===== config.mk =====
export PLATFORM = sky130hd
export DESIGN_NAME = div_ctrl
export DESIGN_NICKNAME = d
export VERILOG_FILES = /design/src/rtl/div_ctrl_pkg.sv /design/src/rtl/div_ctrl.sv
export SDC_FILE = /design/constraint.sdc
export NUM_CORES = 1
export LEC_CHECK = 0
export ABC_AREA = 1
export CAP_MARGIN = 20
export CORE_MARGIN = 1.5
export CORE_UTILIZATION = 40
export DETAILED_ROUTE_END_ITERATION = 10
export PLACE_DENSITY = 0.59
export SLEW_MARGIN = 10
export SYNTH_ARGS = -nofsm -noshare
export SYNTH_HDL_FRONTEND = slang
export SYNTH_SLANG_ARGS = --single-unit

===== constraint.sdc =====
create_clock -name clk -period 8.1 [get_ports clk]
set_clock_uncertainty 0.15 [all_clocks]
set_input_delay 1.62 -clock clk [delete_from_list [all_inputs] [get_ports clk]]
set_output_delay 1.62 -clock clk [all_outputs]
set_load 0.01 [all_outputs]

===== src/rtl/div_ctrl_pkg.sv =====
// -----------------------------------------------------------------------------
// div_ctrl_pkg
//   Shared definitions for the multi-cycle integer divider controller.
//   - FSM state encoding (2-bit)
//   - ready / start handshake encodings
//   - data and result widths
//   - small two's-complement helpers used when the divider is set up and
//     when its result is finalized
// -----------------------------------------------------------------------------
package div_ctrl_pkg;

  // Operand and result widths. The result packs {remainder, quotient}.
  localparam int unsigned DIV_DATA_W   = 32;
  localparam int unsigned DIV_RESULT_W = 64;

  // Number of restoring-division iterations (one quotient bit per cycle).
  localparam logic [5:0] DIV_ITERS = 6'd32;

  // Handshake encodings.
  localparam logic DIV_RESULT_READY     = 1'b1;
  localparam logic DIV_RESULT_NOT_READY = 1'b0;
  localparam logic DIV_START            = 1'b1;
  localparam logic DIV_STOP             = 1'b0;

  // Divider controller states.
  typedef enum logic [1:0] {
    DivFree   = 2'b00,
    DivByZero = 2'b01,
    DivOn     = 2'b10,
    DivEnd    = 2'b11
  } div_state_e;

  // Two's-complement negation of a 32-bit value.
  function automatic logic [31:0] neg32(input logic [31:0] v);
    return (~v) + 32'd1;
  endfunction

  // Magnitude of an operand: only negative values of a signed operation are
  // flipped. 0x80000000 maps onto itself, which the unsigned datapath then
  // treats as +2^31, so the most negative dividend needs no special case.
  function automatic logic [31:0] abs_op(input logic [31:0] op,
                                         input logic        is_signed);
    if (is_signed && op[31]) begin
      return neg32(op);
    end else begin
      return op;
    end
  endfunction

endpackage : div_ctrl_pkg


===== src/rtl/div_ctrl.sv =====
// -----------------------------------------------------------------------------
// div_ctrl
//   Multi-cycle 32-bit signed/unsigned divider for the EX stage. Works on
//   operand magnitudes with a restoring shift/subtract loop (one quotient bit
//   per clock), then fixes up the signs of the quotient and remainder.
//
// Ports
//   clk           in   1   system clock, rising edge
//   rst           in   1   asynchronous active-high reset
//   signed_div_i  in   1   1 = DIV (signed), 0 = DIVU
//   opdata1_i     in   32  dividend
//   opdata2_i     in   32  divisor
//   start_i       in   1   division request, held until ready_o is seen
//   annul_i       in   1   cancel the in-flight division (flush/exception)
//   result_o      out  64  {remainder, quotient}, registered
//   ready_o       out  1   result_o valid, registered
//   stallreq_o    out  1   stall request, combinational
// -----------------------------------------------------------------------------
module div_ctrl
  import div_ctrl_pkg::*;
(
  input  logic                    clk,
  input  logic                    rst,
  input  logic                    signed_div_i,
  input  logic [DIV_DATA_W-1:0]   opdata1_i,
  input  logic [DIV_DATA_W-1:0]   opdata2_i,
  input  logic                    start_i,
  input  logic                    annul_i,
  output logic [DIV_RESULT_W-1:0] result_o,
  output logic                    ready_o,
  output logic                    stallreq_o
);

  // ---------------------------------------------------------------------------
  // State
  // ---------------------------------------------------------------------------
  // dividend_q layout while iterating:
  //   [64:33] partial remainder
  //   [31:0]  remaining dividend bits shifted up, quotient bits shifted in
  // After finalization it holds {remainder, 1'b0, quotient}.
  div_state_e        state_q,    state_d;
  logic [5:0]        cnt_q,      cnt_d;
  logic [64:0]       dividend_q, dividend_d;
  logic [31:0]       divisor_q,  divisor_d;
  logic              sign_q,     sign_d;
  logic              op1_msb_q,  op1_msb_d;
  logic              op2_msb_q,  op2_msb_d;
  logic [63:0]       result_q,   result_d;
  logic              ready_q,    ready_d;

  // Datapath intermediates
  logic [32:0]       trial_diff;
  logic [31:0]       quot_fix;
  logic [31:0]       rem_fix;

  // ---------------------------------------------------------------------------
  // Datapath
  // ---------------------------------------------------------------------------

  // 33-bit trial subtraction; bit 32 set means the divisor did not fit.
  always_comb begin
    trial_diff = {1'b0, dividend_q[63:32]} - {1'b0, divisor_q};
  end

  // Sign fix-up of the unsigned quotient/remainder produced by the loop.
  // Quotient is negative when the operand signs differ; the remainder takes
  // the sign of the dividend (truncating division).
  always_comb begin
    quot_fix = dividend_q[31:0];
    rem_fix  = dividend_q[64:33];
    if (sign_q && (op1_msb_q ^ op2_msb_q)) begin
      quot_fix = neg32(dividend_q[31:0]);
    end else begin
      quot_fix = dividend_q[31:0];
    end
    if (sign_q && op1_msb_q) begin
      rem_fix = neg32(dividend_q[64:33]);
    end else begin
      rem_fix = dividend_q[64:33];
    end
  end

  // ---------------------------------------------------------------------------
  // FSM next-state and register next values
  // ---------------------------------------------------------------------------

  // Controller sequencing: accept, iterate, finalize, hold result.
  always_comb begin
    state_d    = state_q;
    cnt_d      = cnt_q;
    dividend_d = dividend_q;
    divisor_d  = divisor_q;
    sign_d     = sign_q;
    op1_msb_d  = op1_msb_q;
    op2_msb_d  = op2_msb_q;
    result_d   = result_q;
    ready_d    = ready_q;

    case (state_q)
      DivFree: begin
        ready_d  = DIV_RESULT_NOT_READY;
        result_d = 64'd0;
        if ((start_i == DIV_START) && !annul_i) begin
          if (opdata2_i == 32'd0) begin
            state_d = DivByZero;
          end else begin
            // Operands are captured here so later changes on the inputs
            // cannot disturb the running division.
            state_d    = DivOn;
            cnt_d      = 6'd0;
            dividend_d = {32'd0, abs_op(opdata1_i, signed_div_i), 1'b0};
            divisor_d  = abs_op(opdata2_i, signed_div_i);
            sign_d     = signed_div_i;
            op1_msb_d  = opdata1_i[31];
            op2_msb_d  = opdata2_i[31];
          end
        end else begin
          state_d = DivFree;
        end
      end

      DivByZero: begin
        if (annul_i) begin
          state_d = DivFree;
        end else begin
          dividend_d = 65'd0;
          state_d    = DivEnd;
        end
      end

      DivOn: begin
        if (annul_i) begin
          state_d = DivFree;
          cnt_d   = 6'd0;
        end else if (cnt_q != DIV_ITERS) begin
          if (trial_diff[32]) begin
            // Divisor does not fit: shift in a 0 quotient bit.
            dividend_d = {dividend_q[63:0], 1'b0};
          end else begin
            // Divisor fits: keep the difference, shift in a 1 quotient bit.
            dividend_d = {trial_diff[31:0], dividend_q[31:0], 1'b1};
          end
          cnt_d = cnt_q + 6'd1;
        end else begin
          dividend_d = {rem_fix, 1'b0, quot_fix};
          cnt_d      = 6'd0;
          state_d    = DivEnd;
        end
      end

      DivEnd: begin
        // Result is presented while the requester keeps start_i high; once it
        // lets go the outputs clear and the divider becomes free again.
        if (start_i == DIV_START) begin
          ready_d  = DIV_RESULT_READY;
          result_d = {dividend_q[64:33], dividend_q[31:0]};
        end else begin
          state_d  = DivFree;
          ready_d  = DIV_RESULT_NOT_READY;
          result_d = 64'd0;
        end
      end

      default: begin
        state_d  = DivFree;
        cnt_d    = 6'd0;
        ready_d  = DIV_RESULT_NOT_READY;
        result_d = 64'd0;
      end
    endcase
  end

  // ---------------------------------------------------------------------------
  // Registers
  // ---------------------------------------------------------------------------

  // State, datapath and output registers with asynchronous reset.
  always_ff @(posedge clk or posedge rst) begin
    if (rst) begin
      state_q    <= DivFree;
      cnt_q      <= 6'd0;
      dividend_q <= 65'd0;
      divisor_q  <= 32'd0;
      sign_q     <= 1'b0;
      op1_msb_q  <= 1'b0;
      op2_msb_q  <= 1'b0;
      result_q   <= 64'd0;
      ready_q    <= DIV_RESULT_NOT_READY;
    end else begin
      state_q    <= state_d;
      cnt_q      <= cnt_d;
      dividend_q <= dividend_d;
      divisor_q  <= divisor_d;
      sign_q     <= sign_d;
      op1_msb_q  <= op1_msb_d;
      op2_msb_q  <= op2_msb_d;
      result_q   <= result_d;
      ready_q    <= ready_d;
    end
  end

  // ---------------------------------------------------------------------------
  // Outputs
  // ---------------------------------------------------------------------------
  assign result_o   = result_q;
  assign ready_o    = ready_q;
  // Stall while a request is pending and no result has been presented yet.
  assign stallreq_o = start_i & ~annul_i & ~ready_q;

endmodule : div_ctrl

==> metrics.yaml <==
logic_synthesis:
  ys_types: 46
  synth_compound_area_share_pct: 14.2
  synth_top_area_share_pct: 32.0
  seq_area_frac_synth_pct: 32.0
  synth_xor_area_share_pct: 3.50
  yosys_warnings: 0
  syn_area_per_cell_sq_um: 6.36
  synth_edf_count: 0
  synth-simple-area-share_pct: 35.9
  ys_async_sr_fraction_pct: 100
  synth_fa_ha_area_share_pct: 4.13
  syn_inst: 2127
  synth_top_family_by_area: "simple AND/OR/NAND/NOR gates"
  syn_area_sq_um: 13500
  synth_area_leaders: "dfrtp_1, nand2_1, inv_1, o21ai_0, nand3_1"
  synth_nets: 2240
  synth_mux_area_share_pct: 0.0740
  synth_flop_cell: "dfrtp_1"
  yosysTopAreaCell: "dfrtp_1"
  ys_seq_elements: 173
route:
  vias_per_cell: 5.23
  wl_per_cell_um: 16.9
  dr.pass1.iters: 6
  drc: 0
  drt_iter0_markers: 1283
  via_count: 14000
  final_antenna_net_count: 0
  detail_route.wirelength_um: 45300
cts:
  numCtsBuffers: 17
  clockBufferDepth: 2
  clock-sinks: 173
  clock-root-buffer: "clkbuf_16"
  postCtsSetupBuffers: 0
  cts_tree: "done"
  htreeDepth: 4
  clk_latency_ns: 0.45
  clk_pin_slew_worst_paths_ns: 0.07
  cts_resized: 0
  hold_buffers: 0
grt:
  grt_max_degree: 101
  first_global_vias: 13000
  grt.total_usage_pct: 26.0
  gr-total-overflow: 0
  antenna_found_initial: 0
  grt_pass1_wl_um: 71700
power:
  pwr-share-comb_pct: 46.7
  p_per_area_nw_per_um2: 242
  p_switching_uw: 1780
  peakVddDrop_uv: 161
  clock_power_share_pct: 22.7
  leakagePower_uw: 0.00785
  internal_power_uw: 2020
  p_sw_share_pct: 46.9
  p_seq_share_pct: 30.6
placed_design:
  io_buffers: 134
  place_congestion: 0.944
  hpwlAfterDp_um: 34900
critical_path:
  critical_path.max_stage_delay_ns: 0.56
  crit_path_top_delay_cell: "clkdlybuf4s50_1"
  path_cells: "clkdlybuf4s50_1 > inv_1 > nor2_1 > inv_1 > nor2_1 > clkdlybuf4s50_1"
  critPathBufInv: 4
  critPathCaptureType: "output port"
  cp_max_fo: 3
  required_ns: 6.33
  critPathTopFamily: "buffers and inverters"
  worstSetupStartpointType: "input port"
  arrival_ns: 3.18
  critPathKind: "in -> out"
hold_path:
  hp-class: "reg -> reg"
timing:
  setup_violations: 0
  rsz0062_at_grt: "no"
  timing.fmax_mhz: 202
  fin_tns_setup_ns: 0
  slew_viol_final: 0
  slew_headroom_pct: 34.0
  hold_slack_ns: 0.333
  max_slew.worst_pin.slew_ns: 0.989
  hold_viol: 0
  period_needed_ns: 4.95
  fin_crit_sh_pct: 61.1
floorplanning:
  pin_count: 135
  die_height_um: 187
  start_util_pct: 40.5
  coreArea_sq_um: 33400
  rows: 67
  die_area_sq_um: 34900
  die_width_um: 187
status:
  status: "complete, no violations"
flow_run:
  maxCapViolations: 0
cells_and_area:
  nets: 2333
  antenna-diode-count: 0
  drive_gt1_share_pct: 3.54
  syn2layout_area_growth_pct: 16.6
## flip-flops by register name (all words and copies together), names as in the netlist
signal      count
op1_msb_q       1
result_o       64
sign_q          1
divisor_q      32
dividend_q     65
ready_o         1
op2_msb_q       1
state_q         2
cnt_q           6
## layer usage
layer,global-route usage (%),vias to the layer above,routed length [um]
li1,-,7039,-
met1,39.2,6454,22300
met2,39.1,485,19300
met3,3.41,33,2900
met4,6.11,0,749
met5,0,-,0
## cells in the mapped netlist, types with 3 or more instances
cell type and number:
a21oi_1 92, a22oi_1 4, buf_1 3, buf_2 19
buf_6 6, clkbuf_1 37, dfrtp_1 173, ha_1 43
inv_1 276, inv_2 6, nand2_1 638, nand2_2 8
nand3_1 181, nand3_2 3, nand3b_1 18, nand4_1 40
nor2_1 211, nor2_2 13, nor3_1 22, o211ai_1 12
o21a_1 3, o21ai_0 199, o21ai_1 27, o21bai_1 8
o22ai_1 3, o31ai_1 6, xnor2_1 14, xor2_1 40
## worst reg2reg max path: stages, from the launching register on
cell and delay [ns]:
dfrtp_1 0.38, inv_1 0.08, ha_1 0.20, nand3_1 0.13
nor2_4 0.03, buf_4 0.28, nand3_1 0.16, nand2_1 0.07
nor2_2 0.12, nand3_4 0.40, nor2_2 0.89, inv_2 0.29
a21oi_1 0.21, nand2_1 0.07, nand2_1 0.05
## layout by cell type, fill, tap and decap left out, types with 8 or more instances in the layout
cell             synthesis  layout
clkdlybuf4s50_1          0     134
nor3_1                  22      22
a21oi_1                 92      92
nor2_1                 211     211
o211ai_1                12      12
o21bai_1                 8       8
nand3_1                181     180
o21ai_1                 27      27
nand2_2                  8       8
xor2_1                  40      40
inv_1                  276     274
clkbuf_16                0      17
o21ai_0                199     199
dfrtp_1                173     173
nand4_1                 40      40
ha_1                    43      42
xnor2_1                 14      14
nand3b_1                18      18
nor2_2                  13      12
nand2_1                638     638
## final cells by class
| class | instances | area, sq um |
|---|---|---|
| inverters | 282 | 1060 |
| clock inverters | 12 | 149 |
| clock buffers | 20 | 447 |
| fillers | 3585 | 17600 |
| repair buffers | 140 | 1390 |
| flip-flops and latches | 173 | 4330 |
| multi-input cells | 1606 | 7830 |
| well taps | 448 | 561 |
## kinds of logic after synthesis
logic type               count (synthesis)
AND/OR/NAND/NOR                       1146
flip-flops                             173
XOR/XNOR                                54
adder cells (fa/ha/maj)                 44
AO/OA/AOI/OAI                          361
buffers and inverters                  348
multiplexers                             1
## through the flow
stage               util [%]  instances  cell area, sq um  worst slack (ns)  power [uW]
CTS                     47.2       2681             15800              3.11        3810
global route            47.2       2681             15800              3.07        4100
floorplan                  -       2127             13500              1.64        2400
global placement        45.5       2649             15200              3.13        2920
detailed placement      45.5       2649             15200              3.12        2940
finish                  47.2       2681             15800              3.15        3810
## power by group through the flow
stage / clock network, uW / logic (uW) / registers, uW
2_1_floorplan: 0 / 1250 / 1140
3_3_place_gp: 0 / 1750 / 1170
3_5_place_dp: 0 / 1760 / 1180
4_1_cts: 883 / 1770 / 1160
5_1_grt: 909 / 2000 / 1190
6_report: 865 / 1780 / 1170
## path summary, 6_finish.rpt
path / depth (start not counted) / slack [ns] / end / from
max: 6 / 3.15 / stallreq_o / start_i
min: 2 / 0.33 / result_o[63] / result_o[63]
max reg2reg: 14 / 4.53 / dividend_q[61] / cnt_q[0]
min reg2reg: 2 / 0.33 / result_o[63] / result_o[63]
max in group asynchronous: 3 / 4.63 / divisor_q[29] / rst
min in group asynchronous: 2 / 1.62 / result_o[39] / rst
Note: power is estimated with default switching activity, not from simulation.
